[src/rtl/commit_arbiter_pkg.sv]
// commit_arbiter_pkg: shared sizes, channel indices and commit beat layout
package commit_arbiter_pkg;

    localparam int DEF_NUM_REQS    = 5;
    localparam int DEF_NUM_THREADS = 4;
    localparam int DEF_NW_BITS     = 2;
    localparam int DEF_NR_BITS     = 5;
    localparam int DEF_UUID_BITS   = 44;

    localparam int EX_ALU = 0;
    localparam int EX_LSU = 1;
    localparam int EX_CSR = 2;
    localparam int EX_FPU = 3;
    localparam int EX_GPU = 4;

    localparam int COMMIT_DATAW = DEF_UUID_BITS + DEF_NW_BITS + DEF_NUM_THREADS + 32
                                + DEF_NR_BITS + DEF_NUM_THREADS * 32 + 1;

    typedef struct packed {
        logic [DEF_UUID_BITS-1:0]      uuid;
        logic [DEF_NW_BITS-1:0]        wid;
        logic [DEF_NUM_THREADS-1:0]    tmask;
        logic [31:0]                   pc;
        logic [DEF_NR_BITS-1:0]        rd;
        logic [DEF_NUM_THREADS*32-1:0] data;
        logic                          eop;
    } commit_t;

endpackage

[src/rtl/commit_skid_buf.sv]
// commit_skid_buf: 2-entry skid buffer; output and input-ready are both registered
module commit_skid_buf #(
    parameter int DATAW = 8
) (
    input  logic             clk,
    input  logic             reset,
    input  logic             in_valid,
    output logic             in_ready,
    input  logic [DATAW-1:0] in_data,
    output logic             out_valid,
    input  logic             out_ready,
    output logic [DATAW-1:0] out_data
);

    logic             skid_v;
    logic [DATAW-1:0] skid_d;

    assign in_ready = !skid_v;

    always_ff @(posedge clk or negedge reset) begin
        if (!reset) begin
            out_valid <= 1'b0;
            out_data  <= '0;
            skid_v    <= 1'b0;
            skid_d    <= '0;
        end else if (!out_valid || out_ready) begin
            out_valid <= skid_v || in_valid;
            if (skid_v)
                out_data <= skid_d;
            else if (in_valid)
                out_data <= in_data;
            skid_v <= 1'b0;
        end else if (in_valid && in_ready) begin
            // output stalled: park the beat so ready can stay registered
            skid_v <= 1'b1;
            skid_d <= in_data;
        end
    end

endmodule

[src/rtl/commit_arbiter.sv]
// commit_arbiter: round-robin fan-in of execution-unit commit beats onto the
// single writeback port, with per-packet lock and the instret counter
module commit_arbiter
    import commit_arbiter_pkg::*;
#(
    parameter int NUM_REQS    = DEF_NUM_REQS,
    parameter int NUM_THREADS = DEF_NUM_THREADS,
    parameter int NW_BITS     = DEF_NW_BITS,
    parameter int NR_BITS     = DEF_NR_BITS,
    parameter int UUID_BITS   = DEF_UUID_BITS
) (
    input  logic                               clk,
    input  logic                               reset,
    input  logic [NUM_REQS-1:0]                req_valid,
    output logic [NUM_REQS-1:0]                req_ready,
    input  logic [NUM_REQS*UUID_BITS-1:0]      req_uuid,
    input  logic [NUM_REQS*NW_BITS-1:0]        req_wid,
    input  logic [NUM_REQS*NUM_THREADS-1:0]    req_tmask,
    input  logic [NUM_REQS*32-1:0]             req_PC,
    input  logic [NUM_REQS*NR_BITS-1:0]        req_rd,
    input  logic [NUM_REQS-1:0]                req_wb,
    input  logic [NUM_REQS*NUM_THREADS*32-1:0] req_data,
    input  logic [NUM_REQS-1:0]                req_eop,
    output logic                               wb_valid,
    input  logic                               wb_ready,
    output logic [UUID_BITS-1:0]               wb_uuid,
    output logic [NW_BITS-1:0]                 wb_wid,
    output logic [NUM_THREADS-1:0]             wb_tmask,
    output logic [31:0]                        wb_PC,
    output logic [NR_BITS-1:0]                 wb_rd,
    output logic [NUM_THREADS*32-1:0]          wb_data,
    output logic                               wb_eop,
    output logic                               commit_valid,
    output logic [NW_BITS-1:0]                 commit_wid,
    output logic [63:0]                        instret
);

    localparam int IDXW  = $clog2(NUM_REQS);
    localparam int DATAW = UUID_BITS + NW_BITS + NUM_THREADS + 32 + NR_BITS + NUM_THREADS * 32 + 1;

    logic [IDXW-1:0]    rr_ptr, lock_id, rr_idx, gnt_idx;
    logic               lock, rr_hit, gnt_v, sel_wb, sel_eop, fire, buf_ready;
    logic [NW_BITS-1:0] sel_wid;
    logic [DATAW-1:0]   buf_in, buf_out;
    logic [63:0]        instret_q;

    // lowest offset from rr_ptr wins, so scan offsets from high to low
    always_comb begin
        rr_hit = 1'b0;
        rr_idx = '0;
        for (int k = NUM_REQS - 1; k >= 0; k--) begin
            if (req_valid[IDXW'((int'(rr_ptr) + k) % NUM_REQS)]) begin
                rr_hit = 1'b1;
                rr_idx = IDXW'((int'(rr_ptr) + k) % NUM_REQS);
            end
        end
    end

    assign gnt_idx = lock ? lock_id : rr_idx;
    assign gnt_v   = reset && (lock ? req_valid[lock_id] : rr_hit);
    assign sel_wb  = req_wb[gnt_idx];
    assign sel_eop = req_eop[gnt_idx];
    assign sel_wid = req_wid[gnt_idx*NW_BITS +: NW_BITS];
    // retire-only beats bypass the buffer and never wait on its space
    assign fire    = gnt_v && (!sel_wb || buf_ready);

    always_comb begin
        req_ready          = '0;
        req_ready[gnt_idx] = fire;
    end

    assign buf_in = {req_uuid[gnt_idx*UUID_BITS +: UUID_BITS],
                     sel_wid,
                     req_tmask[gnt_idx*NUM_THREADS +: NUM_THREADS],
                     req_PC[gnt_idx*32 +: 32],
                     req_rd[gnt_idx*NR_BITS +: NR_BITS],
                     req_data[gnt_idx*NUM_THREADS*32 +: NUM_THREADS*32],
                     sel_eop};

    commit_skid_buf #(
        .DATAW(DATAW)
    ) u_skid (
        .clk      (clk),
        .reset    (reset),
        .in_valid (fire && sel_wb),
        .in_ready (buf_ready),
        .in_data  (buf_in),
        .out_valid(wb_valid),
        .out_ready(wb_ready),
        .out_data (buf_out)
    );

    assign {wb_uuid, wb_wid, wb_tmask, wb_PC, wb_rd, wb_data, wb_eop} = buf_out;

    always_ff @(posedge clk or negedge reset) begin
        if (!reset) begin
            rr_ptr       <= '0;
            lock         <= 1'b0;
            lock_id      <= '0;
            commit_valid <= 1'b0;
            commit_wid   <= '0;
            instret_q    <= '0;
        end else begin
            commit_valid <= fire && sel_eop;
            if (fire) begin
                lock    <= !sel_eop;
                lock_id <= gnt_idx;
                if (sel_eop) begin
                    rr_ptr     <= (gnt_idx == IDXW'(NUM_REQS - 1)) ? '0 : gnt_idx + 1'b1;
                    commit_wid <= sel_wid;
                    instret_q  <= instret_q + 64'd1;
                end
            end
        end
    end

    assign instret = instret_q;

endmodule

[config.mk]
export PLATFORM = sky130hd
export DESIGN_NAME = commit_arbiter
export DESIGN_NICKNAME = d
export VERILOG_FILES = /design/src/rtl/commit_arbiter_pkg.sv /design/src/rtl/commit_skid_buf.sv /design/src/rtl/commit_arbiter.sv
export SDC_FILE = /design/constraint.sdc
export NUM_CORES = 1
export LEC_CHECK = 0
export CAP_MARGIN = 10
export CELL_PAD_IN_SITES_DETAIL_PLACEMENT = 2
export CELL_PAD_IN_SITES_GLOBAL_PLACEMENT = 2
export CORE_AREA = 2 2 542 544
export CTS_BUF_LIST = sky130_fd_sc_hd__clkbuf_8
export DETAILED_ROUTE_END_ITERATION = 10
export DIE_AREA = 0 0 544 546
export HOLD_SLACK_MARGIN = 0.03
export PLACE_DENSITY = 0.52
export SLEW_MARGIN = 20
export SYNTH_ARGS = -nofsm -noshare
export SYNTH_HDL_FRONTEND = slang
export SYNTH_SLANG_ARGS = --single-unit
[constraint.sdc]
create_clock -name clk -period 14 [get_ports clk]
set_clock_uncertainty 0.2 [all_clocks]
set_input_delay 1.4 -clock clk [delete_from_list [all_inputs] [get_ports clk]]
set_output_delay 1.4 -clock clk [all_outputs]
set_load 0.05 [all_outputs]
After elaboration in Yosys (flattened, before gate mapping):

Cells that the tools add are included.

* add/subtract/negate cells: 6
* multipliers: 2
* divide/modulo/power cells: 5
* order comparisons: 8
* eq/ne operators: 1
* shift operators: 6
* multiplexer cells: 40
* bitwise logic cells: 2
* reduce and logical (&&, ||, !) cells: 18

Operators with widths (number)
* $shiftx A640 B11 Y128: 1
* $mux W216: 2
* $shiftx A220 B10 Y44: 1
* $shiftx A160 B9 Y32: 1
* $mod A32 B4 Y32 const B: 4
* $add A64 B1 Y64 const B: 1
* $mod A4 B4 Y32 const B: 1
* $lt A3 B5 Y1 const B: 5
* $shiftx A25 B7 Y5: 1
* $bmux W1 S3: 8
* $mux W1: 22
* $mux W3: 7
* $shiftx A20 B6 Y4: 1
* $shiftx A10 B5 Y2: 1
* $add A3 B2 Y4 const B: 2
* $lt A3 B4 Y1 const B: 2
* $mul A3 B4 Y7 const B: 1
* $logic_and A1 B1 Y1: 6
* $mul A3 B3 Y6 const B: 1
* $reduce_and A2 Y1: 3
* $and A5 B5 Y5: 1
* $add A3 B1 Y4 const B: 1
* $add A3 B3 Y4 const B: 1
* $logic_not A1 Y1: 4
* 7 further kinds: 10

* bits in registers: 508
* bits in latches: 0
* RAM bits: 0
* bits in read-only memories: 0
* output and inout port bits: 289
* memories: 0

Longest topological paths before layout:

Gate-level depths: netlist of run 1.

* depth after elaboration: 20
* mapped depth: 27

By module:

A second synthesis of run 1 with hierarchy kept.

* cell total of the unflattened synthesis: 3031
* area, all modules: 32912.8 µm²

By module, submodules not included
* commit_skid_buf: times used 1, cells each 1161, area each 19142.1 µm²
* commit_arbiter: times used 1, cells each 1870, area each 13770.7 µm²

Worst setup path before layout of run 1:

Ideal clock, no wire load.

* path type: register -> output
* from: reg rr_ptr[0]
* to: out req_ready[2]
* data arrival time: 5.964 ns
* data required time: 12.400 ns
* slack: 6.436 ns
* cell stages (with the launch flop): 22
* buffers on the path: 4
* cell sequence: dfrtp_1 buf_2 inv_2 ha_1 buf_2 clkbuf_1 nand2_1 o21ba_2 ha_1 nor2b_1 nor2_1 o32ai_1 a211oi_1 mux2i_1 or4b_1 a211o_1 and3_1 a31oi_1 a221oi_2 nand2b_1 clkbuf_1 nor3_1

* cells in the longest elaborated chain, start to end: 17
* elaborated cells on any way between the ends: 48

RTL lines
* from (decl): line commit_arbiter.sv:41 `logic [IDXW-1:0] rr_ptr, lock_id, rr_idx, gnt_idx;`
* from (signal assigned): line commit_arbiter.sv:109 `rr_ptr <= (gnt_idx == IDXW'(NUM_REQS - 1)) ? '0 : gnt_idx + 1'b1;`
* parallel branches: the longest is 16 deep, another holds $mod A32 B4 Y32
* $and A5 B5 Y5 (no line) (*)
* to (decl): line commit_arbiter.sv:15 `output logic [NUM_REQS-1:0] req_ready,`

Mark *: on every way between the ends. The select of a mux whose other input is x is not followed.

Worst setup path in the final report of run 1:

* from: reg rr_ptr[0]
* to: out req_ready[4]

The elaborated chain is that of the path after synthesis.

==> results.cfg, run 1 <==
[drt]
ant_nets = 0
via_per_inst = 3.85
wl_per_cell_um = 26.8
wirelength_um = 235000
drtIter0Drc = 1540
drc = 0
route.vias.total = 33745
first_pass_iters = 5

[worst_setup_path]
r2r_slack_ps = 5470
rr_worst_depth = 23
r2r_start = rr_ptr[0]
cp-start-kind = flip-flop
cp_max_fo = 42
crit_arrival_ps = 8200
worstSetupPathType = reg -> out
required_ps = 12400
cp-end-kind = output pin
r2r_end = u_skid.out_data[45]

[run]
cap_violations = 0

[clock_tree]
ctsResizeCount = 0
clk-insertion-delay-late_ps = 820
clock_sinks = 508
holdBufCountCts = 0
clockRootBuffer = clkbuf_8
clockBufferDepth = 3
numCtsBuffers = 111
postCtsSetupRepairBufs = 0
cts_tree = yes
cts_max_level = 3
clk_pin_slew_ps = 50

[timing]
setup_violations = 0
maxSlewHeadroom_pct = 19.2
clock.fmax_ghz = 0.102
fin_crit_sh_pct = 70.0
fin_setup_tns_ps = 0
slew_viol_final = 0
worst_pin_slew_ps = 1190
hold_violations = 0
rsz0062_at_grt = false
period_minus_slack_ps = 9800

[global_routing]
grt_usage_pct = 15.3
grt_max_degree = 167
antenna_found_initial = 99
grt_pass1_vias = 36320
grt_overflow_total = 0
grt_pass1_wl_um = 316000

[final_layout]
drive_gt1_share_pct = 8.64
instances_no_fill = 8775
area_growth_pct = 65.9
seq_area_mm2 = 0.0127
final_nets = 5847
multi_input_area_mm2 = 0.0171
num-fill-cells = 33419

[synthesis]
synth-edff-count = 0
postSynthCellCount = 3487
async_flop_share_pct = 100
synth_warnings = 0
yosys.area_share.adder_pct = 1.03
synth-simple-area-share_pct = 12.4
yosysTopAreaCellShare_pct = 40.9
yosysSeqAreaShare_pct = 40.9
yosys-top-cells-area = dfrtp_1, o21ai_0, nand2_1
yosysMostFrequentCell = o21ai_0
ys_seq_elements = 508
synthXorXnorAreaFrac_pct = 2.11
synth_compound_area_share_pct = 23.5
synth_top_family_by_area = compound AO/OA/AOI/OAI gates
synth_fp_nets = 4605
synth_ff_type = dfrtp_1
synthMuxAreaShare_pct = 15.5
avgSynthCellArea_um2 = 8.92
ys_types = 77
syn_area_mm2 = 0.0311
yosys-top-cells-count = o21ai_0, nand2_1, dfrtp_1
yosysTopAreaCell = dfrtp_1

[floorplan]
start_util_pct = 10.7
core_mm2 = 0.292
num_rows = 199
ios = 1382
die_h_um = 546
die-area_mm2 = 0.297
die_x_um = 544

[hold_path]
min_from = u_skid.skid_d[169]
whs_endpoint = u_skid.skid_d[169]
min_path_type = reg -> reg
hold_depth = 2

[run_status]
status = completed

[placed_design]
hpwl_um = 192000
io_buffers = 1381
dpl.cell_count = 8535
place.gp.congestion = 0.850
[critical path, stage by stage, from the launching register on]
cell and delay [ps]:
dfrtp_1 320, buf_4 380, inv_2 270, ha_1 850, nand2_1 270, o21ba_2 310
ha_1 250, nor2b_1 190, nor2_1 200, o32ai_1 120, a211oi_1 480, mux2i_1 420
o21ai_0 190, a311oi_1 450, o21ai_4 90, buf_4 310, inv_8 360, nand2_1 160
a221oi_2 420, nand2b_1 400, nor2_1 120, clkdlybuf4s50_1 740
[layout by cell type, fill, tap and decap left out, types with 5 or more instances in the layout]
cell,Yosys,layout
nor4_2,16,16
clkdlybuf4s50_1,0,1379
o211ai_1,7,7
mux2_2,132,132
inv_1,22,59
a221o_1,214,214
mux2i_1,223,219
ha_1,24,24
buf_12,0,9
buf_4,18,53
a211oi_1,5,5
a31oi_1,5,5
o21ai_0,875,874
nor4_1,5,5
nand2_1,704,703
and4_1,6,6
nand3_1,37,36
o31ai_1,6,6
nor2_1,32,32
nand4_1,24,24
diode_2,0,42
xor2_1,23,23
dfrtp_1,508,507
mux2_1,92,92
clkinv_2,0,11
nor2b_1,7,7
and3_1,18,17
clkbuf_8,0,141
xnor2_1,45,45
or2_2,7,7
nand2b_1,5,5
nor3_1,19,19
o21ai_1,6,6
a21oi_1,33,33
[final cells by class]
type,instances,area share [%]
multi-input cells,2639,33.0
repair buffers,1443,27.9
flip-flops and latches,508,24.6
well taps,3919,9.50
clock buffers,141,3.76
clock inverters,57,0.742
inverters,26,0.204
diodes,42,0.204
[cell families (layout without fill, tap and decap cells)]
kind of cell	Yosys count	after routing
multiplexers	450	450
flip-flops	508	508
XOR/XNOR	71	71
other	0	42
adder cells (fa/ha/maj)	25	25
AO/OA/AOI/OAI	1196	1196
AND/OR/NAND/NOR	897	897
buffers and inverters	340	1667
[state kept, by name (all words and copies together), names as in the netlist]
register / cells
u_skid.skid_v: 1
u_skid.out_valid: 1
u_skid.out_data: 216
lock: 1
instret: 64
commit_valid: 1
rr_ptr: 3
lock_id: 3
commit_wid: 2
u_skid.skid_d: 216
[layer usage]
layer	vias up	share of wire [%]	global-route usage [%]
met5	-	0.13	0
met4	48	2.1	3.30
met3	283	10	6.01
met2	1202	47	25.5
met1	17029	41	18.3
li1	15183	-	-
[metrics by stage]
step	utilization, %	area (um^2)	setup slack (ps)	hold WS, ps
after floorplan	-	31100	6440	250
after global placement	16.8	49200	4990	260
after detailed placement	16.8	49200	5010	270
after CTS	17.6	51500	4000	164
after global routing	17.6	51500	3510	204
final	17.7	51600	4200	277
[worst max path at each step]
stage | to | slack, ps | from
3_3_place_gp | req_ready[2] | 4990 | rr_ptr[0]
2_1_floorplan | req_ready[2] | 6440 | rr_ptr[0]
4_1_cts | req_ready[4] | 4000 | rr_ptr[0]
3_5_place_dp | req_ready[4] | 5010 | rr_ptr[0]
5_1_grt | req_ready[4] | 3510 | rr_ptr[0]
6_report | req_ready[4] | 4200 | rr_ptr[0]
Power of run 1 is not shown: default switching activity piles up to over one toggle a cycle in this logic, so the estimate is an artifact.
==> run 2: changes to the inputs <==
Settings changed: CORE_AREA 2 2 542 544 to 2 2 532 534, DIE_AREA 0 0 544 546 to 0 0 534 536, PLACE_DENSITY 0.52 to 0.53.
Clock period 14 ns to 9.15 ns, I/O delays scaled along.
==> run 2 against run 1 <==
Effect of this change:
- die area shrank 3.6%
- sequential cell count is the same
- global-route usage rose by 0.98 points
- via count is 1.2% higher
- non-clock buffer count increased by 50
- hold slack got worse by 2.6 ps
- sequential share of layout area down 0.12 points
- first-iteration DRC count increased by 0.45%
- clock-buffer cell count down 7
- register-to-register slack got worse by 3700 ps
- core utilization increased by 0.79 points
- final area up 0.47%
- critical path type unchanged
- largest cell class unchanged
- highest routed layer unchanged
==> results.cfg, run 2 (synthesized netlist as in run 1, its figures left out) <==
[final_layout]
area_growth_pct = 66.7
final_util_pct = 18.5
drive_gt1_share_pct = 9.61
layout_commonest_cell = clkdlybuf4s50_1
layout_common_cells = clkdlybuf4s50_1, o21ai_0, nand2_1
final_nets = 5896
instances_no_fill = 8645
num-fill-cells = 32144

[timing]
setup_violations = 0
worst_pin_slew_ps = 1060
slew_viol_final = 0
fin_setup_tns_ps = 0
maxSlewHeadroom_pct = 27.5
clock.fmax_ghz = 0.120
fin_ws_ps = 788
rsz0062_at_grt = false
fin_crit_sh_pct = 91.4
period_minus_slack_ps = 8360
hold_violations = 0

[drt]
drtIter0Drc = 1547
via_per_inst = 3.95
first_pass_iters = 5
wl_per_cell_um = 27.9
drc = 0
ant_nets = 0
route.vias.total = 34152
wirelength_um = 241000

[clock_tree]
clk_pin_slew_ps = 70
clock_sinks = 508
clk-insertion-delay-late_ps = 880
clockRootBuffer = clkbuf_8
cts_tree = yes
numCtsBuffers = 110
postCtsSetupRepairBufs = 0
clockBufferDepth = 3
cts_max_level = 3

[worst_setup_path]
path_cells = inv_1, ha_1, o21a_1, a21oi_1, xnor2_1, ha_1, fa_1, a21boi_0, a31oi_1, o2111ai_1, nor2b_1, o31ai_1, a31oi_1, a211o_1, and3_4, a31oi_1, a221oi_2, nand2b_1, nor3_1, buf_4, buf_4
cp_max_fo = 14
cp-end-kind = output pin
worstSetupPathType = reg -> out
r2r_start = rr_ptr[2]
crit_arrival_ps = 7250
critPathMaxStageDelay_ps = 830
r2r_end = u_skid.out_data[169]
r2r_slack_ps = 1810
worstSetupStartpoint = rr_ptr[2]
slowest_stage = dfrtp_1
cp-start-kind = flip-flop
required_ps = 8040
rr_worst_depth = 21
crit_top_cell = a31oi_1

[floorplan]
die_h_um = 536
core_mm2 = 0.281
ios = 1382
die_x_um = 534
start_util_pct = 11.1
die-area_mm2 = 0.286
num_rows = 195

[global_routing]
grt_usage_pct = 16.2
grt_pass1_vias = 36634
grt_pass1_wl_um = 322000
antenna_found_initial = 163
grt_overflow_total = 0
grt_max_degree = 112

[placed_design]
dpl.cell_count = 8408
dp_slack_ps = 1360
io_buffers = 1381
hpwl_um = 198000
place.gp.congestion = 0.846

[hold_path]
hold_depth = 1
whs_endpoint = instret[63]
min_from = instret[63]
min_path_type = reg -> reg

[run]
cap_violations = 0

[run_status]
status = completed
[run 2: metrics by stage]
step | area (um^2) | hold slack (ps)
2_1_floorplan | 31100 | 250
3_3_place_gp | 49500 | 261
3_5_place_dp | 49500 | 270
4_1_cts | 51700 | 278
5_1_grt | 51800 | 299
6_report | 51800 | 274
[run 2: cell type report]
class / count / area (um^2) / share of cell area [%]
inverters: 26 / 105 / 0.203
well taps: 3743 / 4680 / 9.03
clock buffers: 134 / 1840 / 3.56
repair buffers: 1493 / 15000 / 28.8
multi-input cells: 2639 / 17000 / 32.9
clock inverters: 61 / 402 / 0.775
diodes: 41 / 103 / 0.198
flip-flops and latches: 508 / 12700 / 24.5
[run 2: timing repair]
item	4_1_cts	5_1_grt
endpoints found under the hold margin	71	0
setup endpoints to repair	0	4
hold buffers	1	0
resized for setup	0	5
[run 2: worst max-delay path: cells and delay by family, from the launching register on]
family | cells | cell delay [ps]
compound gates | 10 | 2620
flops | 1 | 830
simple gates | 4 | 1220
fa+ha+maj | 3 | 900
buf+inv | 3 | 640
xor+xnor | 1 | 170
[run 2: worst max path at each step]
stage	slack [ps]	cells past startpoint	endpoint
5_1_grt	260	21	req_ready[0]
3_3_place_gp	1490	19	req_ready[2]
6_report	790	21	req_ready[0]
3_5_place_dp	1360	20	req_ready[4]
2_1_floorplan	2070	21	req_ready[2]
4_1_cts	340	19	req_ready[2]
[run 2: layer usage]
| layer | GRT usage (%) | routed length (um) | part of all wire (%) | up-vias |
|---|---|---|---|---|
| li1 | - | - | - | 15284 |
| met1 | 19.0 | 96200 | 40 | 17071 |
| met2 | 27.1 | 114000 | 47 | 1367 |
| met3 | 6.59 | 24000 | 10 | 380 |
| met4 | 4.60 | 6830 | 2.8 | 50 |
| met5 | 0 | 337 | 0.14 | - |
Power of run 2 is left out for the same reason.
